## src/rtl/decode_pkg.sv

```systemverilog
// Shared encodings for the RV32 decode control stage: ALU codes, opcodes,
// immediate selectors, trap causes, FSM states and the registered bundle.
package decode_pkg;

  localparam logic [4:0] ALU_AND    = 5'd0;
  localparam logic [4:0] ALU_OR     = 5'd1;
  localparam logic [4:0] ALU_ADD    = 5'd2;
  localparam logic [4:0] ALU_SUB    = 5'd3;
  localparam logic [4:0] ALU_SLL    = 5'd4;
  localparam logic [4:0] ALU_SRL    = 5'd5;
  localparam logic [4:0] ALU_SRA    = 5'd6;
  localparam logic [4:0] ALU_XOR    = 5'd7;
  localparam logic [4:0] ALU_SLT    = 5'd9;
  localparam logic [4:0] ALU_SLTU   = 5'd10;
  localparam logic [4:0] ALU_PASSB  = 5'd11;
  localparam logic [4:0] ALU_MUL    = 5'd12;

  localparam logic [6:0] OPC_OP     = 7'b0110011;
  localparam logic [6:0] OPC_OP_IMM = 7'b0010011;
  localparam logic [6:0] OPC_LOAD   = 7'b0000011;
  localparam logic [6:0] OPC_STORE  = 7'b0100011;
  localparam logic [6:0] OPC_BRANCH = 7'b1100011;
  localparam logic [6:0] OPC_JAL    = 7'b1101111;
  localparam logic [6:0] OPC_JALR   = 7'b1100111;
  localparam logic [6:0] OPC_LUI    = 7'b0110111;
  localparam logic [6:0] OPC_AUIPC  = 7'b0010111;
  localparam logic [6:0] OPC_SYSTEM = 7'b1110011;

  localparam logic [6:0] F7_BASE    = 7'b0000000;
  localparam logic [6:0] F7_ALT     = 7'b0100000;
  localparam logic [6:0] F7_MULDIV  = 7'b0000001;

  localparam logic [31:0] INSTR_ECALL  = 32'h0000_0073;
  localparam logic [31:0] INSTR_EBREAK = 32'h0010_0073;

  localparam logic [2:0] IMM_NONE = 3'd0;
  localparam logic [2:0] IMM_I    = 3'd1;
  localparam logic [2:0] IMM_S    = 3'd2;
  localparam logic [2:0] IMM_B    = 3'd3;
  localparam logic [2:0] IMM_U    = 3'd4;
  localparam logic [2:0] IMM_J    = 3'd5;

  localparam logic [1:0] TRAP_ILLEGAL = 2'd0;
  localparam logic [1:0] TRAP_ECALL   = 2'd1;
  localparam logic [1:0] TRAP_EBREAK  = 2'd2;

  typedef enum logic [1:0] {
    ST_EMPTY = 2'd0,
    ST_FULL  = 2'd1,
    ST_TRAP  = 2'd2
  } state_t;

  typedef struct packed {
    logic [4:0] alu;
    logic       regwrite;
    logic       alusrc;
    logic       pcsrc_a;
    logic       memread;
    logic       memwrite;
    logic       branch;
    logic       jump;
    logic [2:0] imm_sel;
    logic [4:0] rd;
    logic [4:0] rs1;
    logic [4:0] rs2;
    logic [2:0] func3;
    logic       illegal;
    logic [1:0] trap_cause;
  } bundle_t;

  function automatic bundle_t bundle_reset();
    bundle_t b;
    b     = '0;
    b.alu = ALU_ADD;
    return b;
  endfunction

  // func3 -> ALU op shared by OP and OP-IMM when func7 is the base encoding
  function automatic logic [4:0] base_alu(input logic [2:0] f3);
    logic [4:0] r;
    case (f3)
      3'b000:  r = ALU_ADD;
      3'b001:  r = ALU_SLL;
      3'b010:  r = ALU_SLT;
      3'b011:  r = ALU_SLTU;
      3'b100:  r = ALU_XOR;
      3'b101:  r = ALU_SRL;
      3'b110:  r = ALU_OR;
      default: r = ALU_AND;
    endcase
    return r;
  endfunction

endpackage

```

## src/rtl/decode_ctrl_comb.sv

```systemverilog
// Pure combinational RV32I(+M) instruction decoder producing ALU/datapath
// control, the illegal flag and the trap classification.
module decode_ctrl_comb
  import decode_pkg::*;
#(
  parameter bit ENABLE_M      = 1'b1,
  parameter bit ENABLE_SYSTEM = 1'b1
) (
  input  logic [31:0] i_instr,
  output logic [4:0]  o_alu,
  output logic        o_regwrite,
  output logic        o_alusrc,
  output logic        o_pcsrc_a,
  output logic        o_memread,
  output logic        o_memwrite,
  output logic        o_branch,
  output logic        o_jump,
  output logic [2:0]  o_imm_sel,
  output logic        o_illegal,
  output logic        o_trap,
  output logic [1:0]  o_trap_cause
);

  logic [6:0] w_op;
  logic [2:0] w_f3;
  logic [6:0] w_f7;
  logic       w_ill;
  logic       w_sys;

  assign w_op = i_instr[6:0];
  assign w_f3 = i_instr[14:12];
  assign w_f7 = i_instr[31:25];

  always_comb begin
    o_alu        = ALU_ADD;
    o_regwrite   = 1'b0;
    o_alusrc     = 1'b0;
    o_pcsrc_a    = 1'b0;
    o_memread    = 1'b0;
    o_memwrite   = 1'b0;
    o_branch     = 1'b0;
    o_jump       = 1'b0;
    o_imm_sel    = IMM_NONE;
    o_trap_cause = TRAP_ILLEGAL;
    w_ill        = 1'b0;
    w_sys        = 1'b0;

    case (w_op)
      OPC_OP: begin
        o_regwrite = 1'b1;
        case (w_f7)
          F7_BASE: o_alu = base_alu(w_f3);
          F7_ALT: begin
            if (w_f3 == 3'b000)      o_alu = ALU_SUB;
            else if (w_f3 == 3'b101) o_alu = ALU_SRA;
            else                     w_ill = 1'b1;
          end
          F7_MULDIV: begin
            if (ENABLE_M) o_alu = ALU_MUL + {2'b00, w_f3};
            else          w_ill = 1'b1;
          end
          default: w_ill = 1'b1;
        endcase
      end
      OPC_OP_IMM: begin
        o_regwrite = 1'b1;
        o_alusrc   = 1'b1;
        o_imm_sel  = IMM_I;
        o_alu      = base_alu(w_f3);
        // func7 is only meaningful for the shift-immediate forms
        if (w_f3 == 3'b001 && w_f7 != F7_BASE) w_ill = 1'b1;
        if (w_f3 == 3'b101) begin
          if (w_f7 == F7_ALT)       o_alu = ALU_SRA;
          else if (w_f7 != F7_BASE) w_ill = 1'b1;
        end
      end
      OPC_LOAD: begin
        o_regwrite = 1'b1;
        o_memread  = 1'b1;
        o_alusrc   = 1'b1;
        o_imm_sel  = IMM_I;
        if (w_f3 == 3'b011 || w_f3[2:1] == 2'b11) w_ill = 1'b1;
      end
      OPC_STORE: begin
        o_memwrite = 1'b1;
        o_alusrc   = 1'b1;
        o_imm_sel  = IMM_S;
        if (w_f3 > 3'b010) w_ill = 1'b1;
      end
      OPC_BRANCH: begin
        o_branch  = 1'b1;
        o_imm_sel = IMM_B;
        case (w_f3[2:1])
          2'b00:   o_alu = ALU_SUB;
          2'b01:   w_ill = 1'b1;
          2'b10:   o_alu = ALU_SLT;
          default: o_alu = ALU_SLTU;
        endcase
      end
      OPC_JAL: begin
        o_jump     = 1'b1;
        o_regwrite = 1'b1;
        o_pcsrc_a  = 1'b1;
        o_alusrc   = 1'b1;
        o_imm_sel  = IMM_J;
      end
      OPC_JALR: begin
        o_jump     = 1'b1;
        o_regwrite = 1'b1;
        o_pcsrc_a  = 1'b1;
        o_alusrc   = 1'b1;
        o_imm_sel  = IMM_I;
        if (w_f3 != 3'b000) w_ill = 1'b1;
      end
      OPC_LUI: begin
        o_regwrite = 1'b1;
        o_alusrc   = 1'b1;
        o_imm_sel  = IMM_U;
        o_alu      = ALU_PASSB;
      end
      OPC_AUIPC: begin
        o_regwrite = 1'b1;
        o_alusrc   = 1'b1;
        o_pcsrc_a  = 1'b1;
        o_imm_sel  = IMM_U;
      end
      OPC_SYSTEM: begin
        if (!ENABLE_SYSTEM) begin
          w_ill = 1'b1;
        end else if (i_instr == INSTR_ECALL) begin
          w_sys        = 1'b1;
          o_trap_cause = TRAP_ECALL;
        end else if (i_instr == INSTR_EBREAK) begin
          w_sys        = 1'b1;
          o_trap_cause = TRAP_EBREAK;
        end else begin
          w_ill = 1'b1;
        end
      end
      default: w_ill = 1'b1;
    endcase

    if (w_ill || w_sys) begin
      o_regwrite = 1'b0;
      o_memread  = 1'b0;
      o_memwrite = 1'b0;
      o_branch   = 1'b0;
      o_jump     = 1'b0;
    end
    if (w_ill) o_trap_cause = TRAP_ILLEGAL;
  end

  assign o_illegal = w_ill;
  assign o_trap    = w_ill | w_sys;

endmodule

```

## src/rtl/decode_ctrl_stage.sv

```systemverilog
// Registered decode stage: valid/ready handshake, EMPTY/FULL/TRAP FSM and
// output registers around the combinational decoder.
module decode_ctrl_stage
  import decode_pkg::*;
#(
  parameter int unsigned XLEN          = 32,
  parameter bit          ENABLE_M      = 1'b1,
  parameter bit          ENABLE_SYSTEM = 1'b1
) (
  input  logic            clk,
  input  logic            rst,
  input  logic            flush,
  input  logic            in_valid,
  output logic            in_ready,
  input  logic [31:0]     in_instr,
  input  logic [XLEN-1:0] in_pc,
  output logic            out_valid,
  input  logic            out_ready,
  output logic [XLEN-1:0] out_pc,
  output logic [4:0]      alu_control,
  output logic            regwrite,
  output logic            alusrc,
  output logic            pcsrc_a,
  output logic            memread,
  output logic            memwrite,
  output logic            branch,
  output logic            jump,
  output logic [2:0]      imm_sel,
  output logic [4:0]      rd,
  output logic [4:0]      rs1,
  output logic [4:0]      rs2,
  output logic [2:0]      func3_out,
  output logic            illegal,
  output logic            trap_req,
  output logic [1:0]      trap_cause,
  input  logic            trap_ack
);

  state_t          r_state;
  state_t          w_state_nxt;
  bundle_t         r_bun;
  bundle_t         w_dec;
  logic [XLEN-1:0] r_pc;
  logic            w_dec_trap;
  logic            w_in_ready;
  logic            w_accept;

  decode_ctrl_comb #(
    .ENABLE_M      (ENABLE_M),
    .ENABLE_SYSTEM (ENABLE_SYSTEM)
  ) u_dec (
    .i_instr      (in_instr),
    .o_alu        (w_dec.alu),
    .o_regwrite   (w_dec.regwrite),
    .o_alusrc     (w_dec.alusrc),
    .o_pcsrc_a    (w_dec.pcsrc_a),
    .o_memread    (w_dec.memread),
    .o_memwrite   (w_dec.memwrite),
    .o_branch     (w_dec.branch),
    .o_jump       (w_dec.jump),
    .o_imm_sel    (w_dec.imm_sel),
    .o_illegal    (w_dec.illegal),
    .o_trap       (w_dec_trap),
    .o_trap_cause (w_dec.trap_cause)
  );

  assign w_dec.rd    = in_instr[11:7];
  assign w_dec.rs1   = in_instr[19:15];
  assign w_dec.rs2   = in_instr[24:20];
  assign w_dec.func3 = in_instr[14:12];

  always_comb begin
    w_in_ready  = 1'b0;
    w_state_nxt = r_state;
    case (r_state)
      ST_EMPTY: w_in_ready = 1'b1;
      ST_FULL:  w_in_ready = out_ready;
      default:  w_in_ready = 1'b0;
    endcase
    if (flush || rst) w_in_ready = 1'b0;
    w_accept = in_valid & w_in_ready;

    case (r_state)
      ST_EMPTY: if (w_accept) w_state_nxt = w_dec_trap ? ST_TRAP : ST_FULL;
      ST_FULL: begin
        if (w_accept)       w_state_nxt = w_dec_trap ? ST_TRAP : ST_FULL;
        else if (out_ready) w_state_nxt = ST_EMPTY;
      end
      ST_TRAP:  if (trap_ack) w_state_nxt = ST_EMPTY;
      default:  w_state_nxt = ST_EMPTY;
    endcase
    if (flush) w_state_nxt = ST_EMPTY;
  end

  // Bundle registers load only on accept; a drain to EMPTY leaves them as-is
  always_ff @(posedge clk or posedge rst) begin
    if (rst) begin
      r_state <= ST_EMPTY;
      r_pc    <= '0;
      r_bun   <= bundle_reset();
    end else begin
      r_state <= w_state_nxt;
      if (flush) begin
        r_pc  <= '0;
        r_bun <= bundle_reset();
      end else if (w_accept) begin
        r_pc  <= in_pc;
        r_bun <= w_dec;
      end
    end
  end

  assign in_ready    = w_in_ready;
  assign out_valid   = (r_state != ST_EMPTY);
  assign trap_req    = (r_state == ST_TRAP);
  assign out_pc      = r_pc;
  assign alu_control = r_bun.alu;
  assign regwrite    = r_bun.regwrite;
  assign alusrc      = r_bun.alusrc;
  assign pcsrc_a     = r_bun.pcsrc_a;
  assign memread     = r_bun.memread;
  assign memwrite    = r_bun.memwrite;
  assign branch      = r_bun.branch;
  assign jump        = r_bun.jump;
  assign imm_sel     = r_bun.imm_sel;
  assign rd          = r_bun.rd;
  assign rs1         = r_bun.rs1;
  assign rs2         = r_bun.rs2;
  assign func3_out   = r_bun.func3;
  assign illegal     = r_bun.illegal;
  assign trap_cause  = r_bun.trap_cause;

endmodule
```

## config.mk

```make
export PLATFORM = sky130hd
export DESIGN_NAME = decode_ctrl_stage
export DESIGN_NICKNAME = d
export VERILOG_FILES = /design/src/rtl/decode_pkg.sv /design/src/rtl/decode_ctrl_comb.sv /design/src/rtl/decode_ctrl_stage.sv
export SDC_FILE = /design/constraint.sdc
export NUM_CORES = 1
export LEC_CHECK = 0
export BUFFER_PORTS_ARGS = -buffer_cell sky130_fd_sc_hd__buf_2
export CORE_ASPECT_RATIO = 1.25
export CORE_MARGIN = 3
export CORE_UTILIZATION = 25
export CTS_CLUSTER_DIAMETER = 60
export DETAILED_ROUTE_END_ITERATION = 7
export PLACE_DENSITY = 0.52
export RECOVER_POWER = 50
export SLEW_MARGIN = 20
export SYNTH_ARGS = -nofsm -noshare
export SYNTH_HDL_FRONTEND = slang
export SYNTH_SLANG_ARGS = --single-unit
```

## constraint.sdc

```tcl
create_clock -name clk -period 2.5 [get_ports clk]
set_input_delay 0.125 -clock clk [delete_from_list [all_inputs] [get_ports clk]]
set_output_delay 0.125 -clock clk [all_outputs]
set_load 0.1 [all_outputs]
```

* Word-level counts from Yosys, hierarchy flattened
Index checks and enable logic that the tools add are counted.
Storage, ports and cells: register bits after elaboration 70, input port bits 70
Cells by class: add/subtract/negate cells 1, magnitude comparators 1, equal/unequal tests 28, mux-type cells 55, bitwise operators 2, reductions and logical operators 21
Operators by type and width (number):
- $mux W36 | 2
- $mux W32 | 2
- $eq A32 B21 Y1 const B | 1
- $eq A32 B7 Y1 const B | 1
- $eq A7 B6 Y1 const B | 4
- $eq A7 B7 Y1 const B | 4
- $mux W1 | 28
- $pmux W4 S7 | 1
- $mux W2 | 10
- $pmux W5 S4 | 1
- $pmux W3 S5 | 1
- $pmux W5 S3 | 1
- $eq A7 B5 Y1 const B | 2
- $reduce_or A7 Y1 | 2
- $pmux W4 S3 | 1
- $mux W5 | 2
- $eq A3 B3 Y1 const B | 3
- $reduce_or A3 Y1 | 3
- $pmux W1 S8 | 1
- $eq A7 B1 Y1 const B | 1
- $eq A7 B2 Y1 const B | 1
- $logic_not A7 Y1 | 1
- $reduce_bool A7 Y1 | 1
- $eq A2 B2 Y1 const B | 3
- 22 further kinds | 31

* Depth between registers and ports, before layout
Gate-level depths: netlist (run 1).
depth in word-level cells 12, depth in mapped cells 8, mapped depth without buffers 5

* Hierarchy
From an unflattened synthesis (run 1), not the netlist that was laid out.
Second synthesis, totals: cell total of the unflattened synthesis 348, area, all modules 3911.3 sq um
By module, submodules not included:
- decode_ctrl_stage | times used 1, cells an instance 233, area an instance 3138.0 sq um, seq. area each 1752.9 sq um
- decode_ctrl_comb | times used 1, cells an instance 115, area an instance 773.2 sq um, seq. area each 0.0 sq um

* Least setup slack after synthesis (run 1)
Ideal clock, no wire load.
path type register -> output, from register r_state[0], to output port in_ready, arrival time 3.334 ns, data required time 2.375 ns, slack -0.959 ns, stages on the path, launching flop included 3, buffers on the path 0, cells stage by stage dfrtp_1 > nor2b_1 > nor4_1
On the way: longest elaborated chain between the ends 3, elaborated cells on any way between the ends 4, classes of those cells 1 x eq/ne; 2 x mux; 1 x reduce/logical
Ends and longest elaborated chain:
- start, declared | RTL line decode_ctrl_stage.sv:39 | state_t r_state;
- start signal, assigned | RTL line decode_ctrl_stage.sv:102 | r_state <= w_state_nxt;
- $eq A2 B1 Y1 or $logic_not A2 Y1 (tied branches) | RTL line decode_ctrl_stage.sv:75 | case (r_state)
- $pmux W1 S2 (*) | RTL line decode_ctrl_stage.sv:75
- $mux W1 (*) | RTL line decode_ctrl_stage.sv:80 | if (flush || rst) w_in_ready = 1'b0;
- end, declared | RTL line decode_ctrl_stage.sv:14 | output logic in_ready,
Every way passes the cells marked *; elsewhere a longest branch is shown, timed or not.

==> impl_metrics.toml, run 1 <==
[run_status]
status = "complete, no violations"

[critical_path]
regToRegEndpoint = "memwrite"
worst-setup-path-type = "primary input to async pin"
arrival_ps = 2250
reg2regPathDepth = 5
start_kind = "primary input"
endpoint = "out_pc[31]"
critPathLaunch = "rst"
rrSetupSlack_ps = 670
cp.required_ps = 2890
r2r-start = "r_state[0]"
path_max_fanout = 47
critPathCaptureType = "async pin"

[sta]
finalCritPeriodShare_pct = 74.5
finalHoldViolCount = 0
relSlewSlack_pct = 17.9
slew_viol_final = 0
rsz0062_at_grt = "false"
fmax_mhz = 537
setup_violations = 0
tns_ps = 0
max_slew.worst_pin.slew_ps = 1240
period_needed_ps = 1860
fin_skew_ps = 9.54
hold_slack_ps = 7.36

[synth]
synth_seq_cells = 70
synth_top_area_share_pct = 49.8
synth-edff-count = 0
yosysUniqueCellTypes = 51
syn_area_um2 = 3470
seq_area_frac_synth_pct = 50.6
synth.avg_cell_area_um2 = 8.60
async_flop_share_pct = 100
netlist_instances = 403
yosys.area.top_type = "dfrtp_1"
syn-num-nets = 473
ys_warn_count = 0
ys.flop_type = "dfrtp_1"
synth_area_leaders = "dfrtp_1, nand2_1, o21ai_0, clkbuf_1, nand3_1"

[die]
dieHeight_um = 138
die-area_um2 = 15300
ioPinCount = 141
core_um2 = 13400
rows = 47
initial_core_util_pct = 25.8
die_w_um = 111

[detailed_routing]
postRouteWirelength_um = 11100
drc = 0
antenna_left = 0
vias = 3409
routedWlPerCell_um = 15.4
viasPerCell = 4.73
initialDrtViolationCount = 208
dr.pass1.iters = 4

[placement]
gp_congestion = 0.823
numPortBuffers = 140
dp_hpwl_um = 8090
place_inst = 688

[cts]
clk_latency_ps = 330
htreeDepth = 3
cts_tree = "done"
path_clk_slew_ps = 60
clock-sinks = 70
cts_root_buf = "clkbuf_16"
postCtsSetupBuffers = 0
numCtsBuffers = 9
clockBufferDepth = 2

[grt]
grt_pass1_vias = 3285
antenna_found_initial = 0
grt.overflow.total = 0
grt_first_pass_wirelength_um = 17400
grt_usage_pct = 14.3
grt_max_degree = 57

[cells_and_area]
area_growth_syn_to_layout_pct = 37.7
fin_nets = 615
drive_gt1_share_pct = 25.8
instances_no_fill = 721
n_fill_cell = 1392
final_common_cell = "nand2_1"
final_cell_mix = "nand2_1, buf_2, dfrtp_1"
antenna_cells = 0
utilization_pct = 35.6

[hold_path]
holdCritPathClass = "primary input to flip-flop"

[job]
cap_violations = 0

[pwr]
p_leak_nw = 2.14
ir_drop_v = 0.000328
power_density_nw_per_um2 = 700
worst max-delay path, stage by stage:
cell and delay [ps]:
dlygate4sd3_1 540, clkbuf_1 130, inv_1 660, clkbuf_4 750
cells in the mapped netlist, types with 4 or more instances:
cell      number
a21oi_1       13
buf_1          4
buf_2          4
clkbuf_1      22
dfrtp_1       69
inv_1          5
nand2_1      109
nand2b_1       8
nand3_1       15
nor2_1        18
nor3_1         5
nor4_1        10
o21ai_0       64
metal layers:
metal	global-route usage, %	share of wire [%]	up-vias
met5	0	0	-
met1	18.3	44	1572
met4	5.68	2.1	0
met2	23.6	49	125
li1	-	-	1692
met3	3.08	5.2	20
report_power, final:
part	switching (W)	total, W	internal [W]
logic	0.000572	0.000709	0.000138
clock network	0.000497	0.00143	0.000928
registers	0.0000260	0.00121	0.00118
registers in the layout (all words and copies together), names as in the netlist:
| name | flops |
|---|---|
| alu_control | 5 |
| rs1 | 5 |
| r_state | 2 |
| rs2 | 5 |
| imm_sel | 3 |
| memread | 1 |
| trap_cause | 2 |
| jump | 1 |
| func3_out | 3 |
| regwrite | 1 |
| pcsrc_a | 1 |
| branch | 1 |
| memwrite | 1 |
| illegal | 1 |
| rd | 5 |
| out_pc | 32 |
| alusrc | 1 |
layout make-up:
class	count	area, µm²	area share, %
clock buffers	11	253	5.29
clock inverters	5	81.3	1.70
inverters	5	18.8	0.393
multi-input cells	297	1580	33.1
flip-flops and latches	70	1750	36.7
well taps	171	214	4.48
repair buffers	162	875	18.3
through the flow:
| step | cell area, µm² | setup WS [ps] | power [W] |
|---|---|---|---|
| CTS | 4830 | 684 | 0.00339 |
| detailed placement | 4330 | 670 | 0.00193 |
| finish | 4770 | 637 | 0.00334 |
| floorplan | 3470 | 150 | 0.00175 |
| global placement | 4330 | 712 | 0.00193 |
| global route | 4770 | 272 | 0.00347 |
cells by family (layout without fill, tap and decap cells):
group                  after synthesis  in the layout  synth area share (%)
buffers and inverters               36            183                  4.15
AO/OA/AOI/OAI                      106            106                  18.4
flip-flops                          70             70                  50.6
multiplexers                         2              2                 0.578
AND/OR/NAND/NOR                    189            189                  26.3
how the worst min path moves through the flow:
stage | slack [ps] | cells past startpoint | startpoint | end
after floorplan | 230 | 1 | in_instr[20] | trap_cause[0]
final | 7 | 3 | in_pc[29] | out_pc[29]
after CTS | 1 | 3 | in_pc[6] | out_pc[6]
after detailed placement | 230 | 2 | rst | r_state[0]
after global placement | 230 | 2 | rst | r_state[0]
after global routing | 10 | 3 | in_pc[12] | out_pc[12]
what timing repair did:
action | 4_1_cts | 5_1_grt
resized for setup | 0 | 0
hold buffers | 17 | 0
hold endpoints to repair | 39 | 0
No activity file was read; power rests on OpenSTA's default activity.
==> run 2: changes to the inputs <==
--- a/config.mk
+++ b/config.mk
@@ -11,7 +11,7 @@
 export CORE_UTILIZATION = 25
 export CTS_CLUSTER_DIAMETER = 60
 export DETAILED_ROUTE_END_ITERATION = 7
-export PLACE_DENSITY = 0.52
+export PLACE_DENSITY = 0.54
 export RECOVER_POWER = 50
 export SLEW_MARGIN = 20
 export SYNTH_ARGS = -nofsm -noshare
==> constraint.sdc (replaced) <==
create_clock -name clk -period 1.6 [get_ports clk]
set_input_delay 0.08 -clock clk [delete_from_list [all_inputs] [get_ports clk]]
set_output_delay 0.08 -clock clk [all_outputs]
set_load 0.1 [all_outputs]
==> run 2 against run 1 <==
Via count up 9.4%. Sequential power increased by 56%. Utilization up 5.1 points. Register-to-register slack worse by 590 ps. Flip-flop and latch count unchanged. First-iteration DRC count grew 18%. Global-route usage grew 0.81 points. Clock skew is 0.85 ps lower. Critical path type is now flip-flop to output pin. Critical endpoint is now out_valid. Largest cell class unchanged. Largest power group unchanged.
==> impl_metrics.toml, run 2 (synthesis results as in run 1) <==
[critical_path]
crit_buf_inv = 2
path_max_fanout = 2
cp_slowest_cell = "dfrtp_1"
path_cells = "buf_4 -> or2_2 -> buf_2"
start_kind = "flip-flop"
critPathCaptureType = "output pin"
cp.required_ps = 1520
rrSetupSlack_ps = 80
crit_family = "buffers and inverters"
arrival_ps = 1440
critPathMaxStageDelay_ps = 380
worst-setup-path-type = "flip-flop to output pin"

[die]
rows = 47
core_um2 = 13400
initial_core_util_pct = 25.8
die-area_um2 = 15300
ioPinCount = 141
die_w_um = 111
dieHeight_um = 138

[hold_path]
holdCritPathClass = "primary input to flip-flop"

[detailed_routing]
postRouteWirelength_um = 11600
viasPerCell = 4.76
vias = 3729
antenna_left = 0
initialDrtViolationCount = 245
routedWlPerCell_um = 14.9
drc = 0
dr.pass1.iters = 4

[placement]
place_inst = 718
place_ws_ps = -38.7
dp_hpwl_um = 8340
gp_congestion = 0.846
numPortBuffers = 140
postPlaceCellArea_um2 = 4630

[cells_and_area]
drive_gt1_share_pct = 35.1
stdcell_area_um2 = 5460
area_growth_syn_to_layout_pct = 57.6
final_cell_mix = "nand2_1, buf_2, dfrtp_1"
instances_no_fill = 783
regArea_um2 = 1750
multi_input_area_um2 = 1630
largest_register_ffs = 32
final_common_cell = "nand2_1"
antenna_cells = 0
utilization_pct = 40.7
n_fill_cell = 1348
fin_nets = 677

[grt]
grt_first_pass_wirelength_um = 18500
antenna_found_initial = 0
grt_pass1_vias = 3687
grt.overflow.total = 0
grt_usage_pct = 15.1
grt_max_degree = 64

[pwr]
ir_drop_v = 0.000464
power_density_nw_per_um2 = 962
p_leak_nw = 2.56

[sta]
rsz0062_at_grt = "false"
slew_viol_final = 0
setup_slack_ps = 79.2
finalHoldViolCount = 0
fin_skew_ps = 8.69
max_slew.worst_pin.slew_ps = 570
period_needed_ps = 1520
fmax_mhz = 658
setup_violations = 0
relSlewSlack_pct = 62.1
hold_slack_ps = 65.1
finalCritPeriodShare_pct = 95.1

[job]
cap_violations = 0

[cts]
postCtsSetupBuffers = 0
path_clk_slew_ps = 50
cts_root_buf = "clkbuf_16"
clock-sinks = 70
clk_latency_ps = 330
cts_tree = "done"
clockBufferDepth = 2
htreeDepth = 3
numCtsBuffers = 9

[run_status]
status = "complete, no violations"
-- run 2: cell count changes in the layout (fill, tap and decap cells not counted), moves of 3 or more --
| cell | previous run | this run |
|---|---|---|
| clkbuf_1 | 37 | 2 |
| clkbuf_2 | 0 | 35 |
| dlygate4sd3_1 | 17 | 48 |
| buf_4 | 3 | 30 |
| nor4_1 | 9 | 6 |
-- run 2: final cells by class --
class / instances / share of cell area [%]
flip-flops and latches: 70 / 32.1
clock inverters: 4 / 1.28
repair buffers: 224 / 28.0
well taps: 171 / 3.92
multi-input cells: 297 / 29.8
clock buffers: 12 / 4.51
inverters: 5 / 0.367
-- run 2: path summary, 6_finish.rpt --
kind                       depth (start not counted)       start              to
max                                                3  r_state[0]       out_valid
min                                                4    trap_ack      r_state[1]
max reg2reg                                        5  r_state[0]  alu_control[1]
min reg2reg                                        1    regwrite        regwrite
max in group asynchronous                          4         rst  alu_control[1]
min in group asynchronous                          3         rst         memread
-- run 2: through the flow --
| step | TNS, ps | total power [W] |
|---|---|---|
| 2_1_floorplan | -31.8 | 0.00275 |
| 3_3_place_gp | -86.0 | 0.00307 |
| 3_5_place_dp | -74.6 | 0.00308 |
| 4_1_cts | 0 | 0.00533 |
| 5_1_grt | 0 | 0.00548 |
| 6_report | 0 | 0.00525 |
-- run 2: tightest hold or removal path, cell delays in order --
cell and delay (ps):
buf_2 80, nor3b_1 50, nor2_1 90, a21oi_1 50
-- run 2: metal layers --
| layer | share of wire [%] | track usage, % |
|---|---|---|
| met5 | 0 | 0 |
| met4 | 2.9 | 8.18 |
| met1 | 42 | 18.9 |
| met3 | 5.2 | 2.28 |
| met2 | 50 | 25.2 |
-- run 2: where the power goes --
group          total [W]  internal [W]  leakage [nW]  switching [W]
registers        0.00189       0.00185         0.953      0.0000396
logic            0.00126      0.000335          1.45       0.000923
clock network    0.00211       0.00140         0.157       0.000708
total            0.00525       0.00358          2.56        0.00167
-- run 2: repair_timing --
item / CTS / global route
gates resized for setup: 0 / 7
setup endpoints to repair: 0 / 6
hold buffers: 48 / 0
hold endpoints to repair: 57 / 0
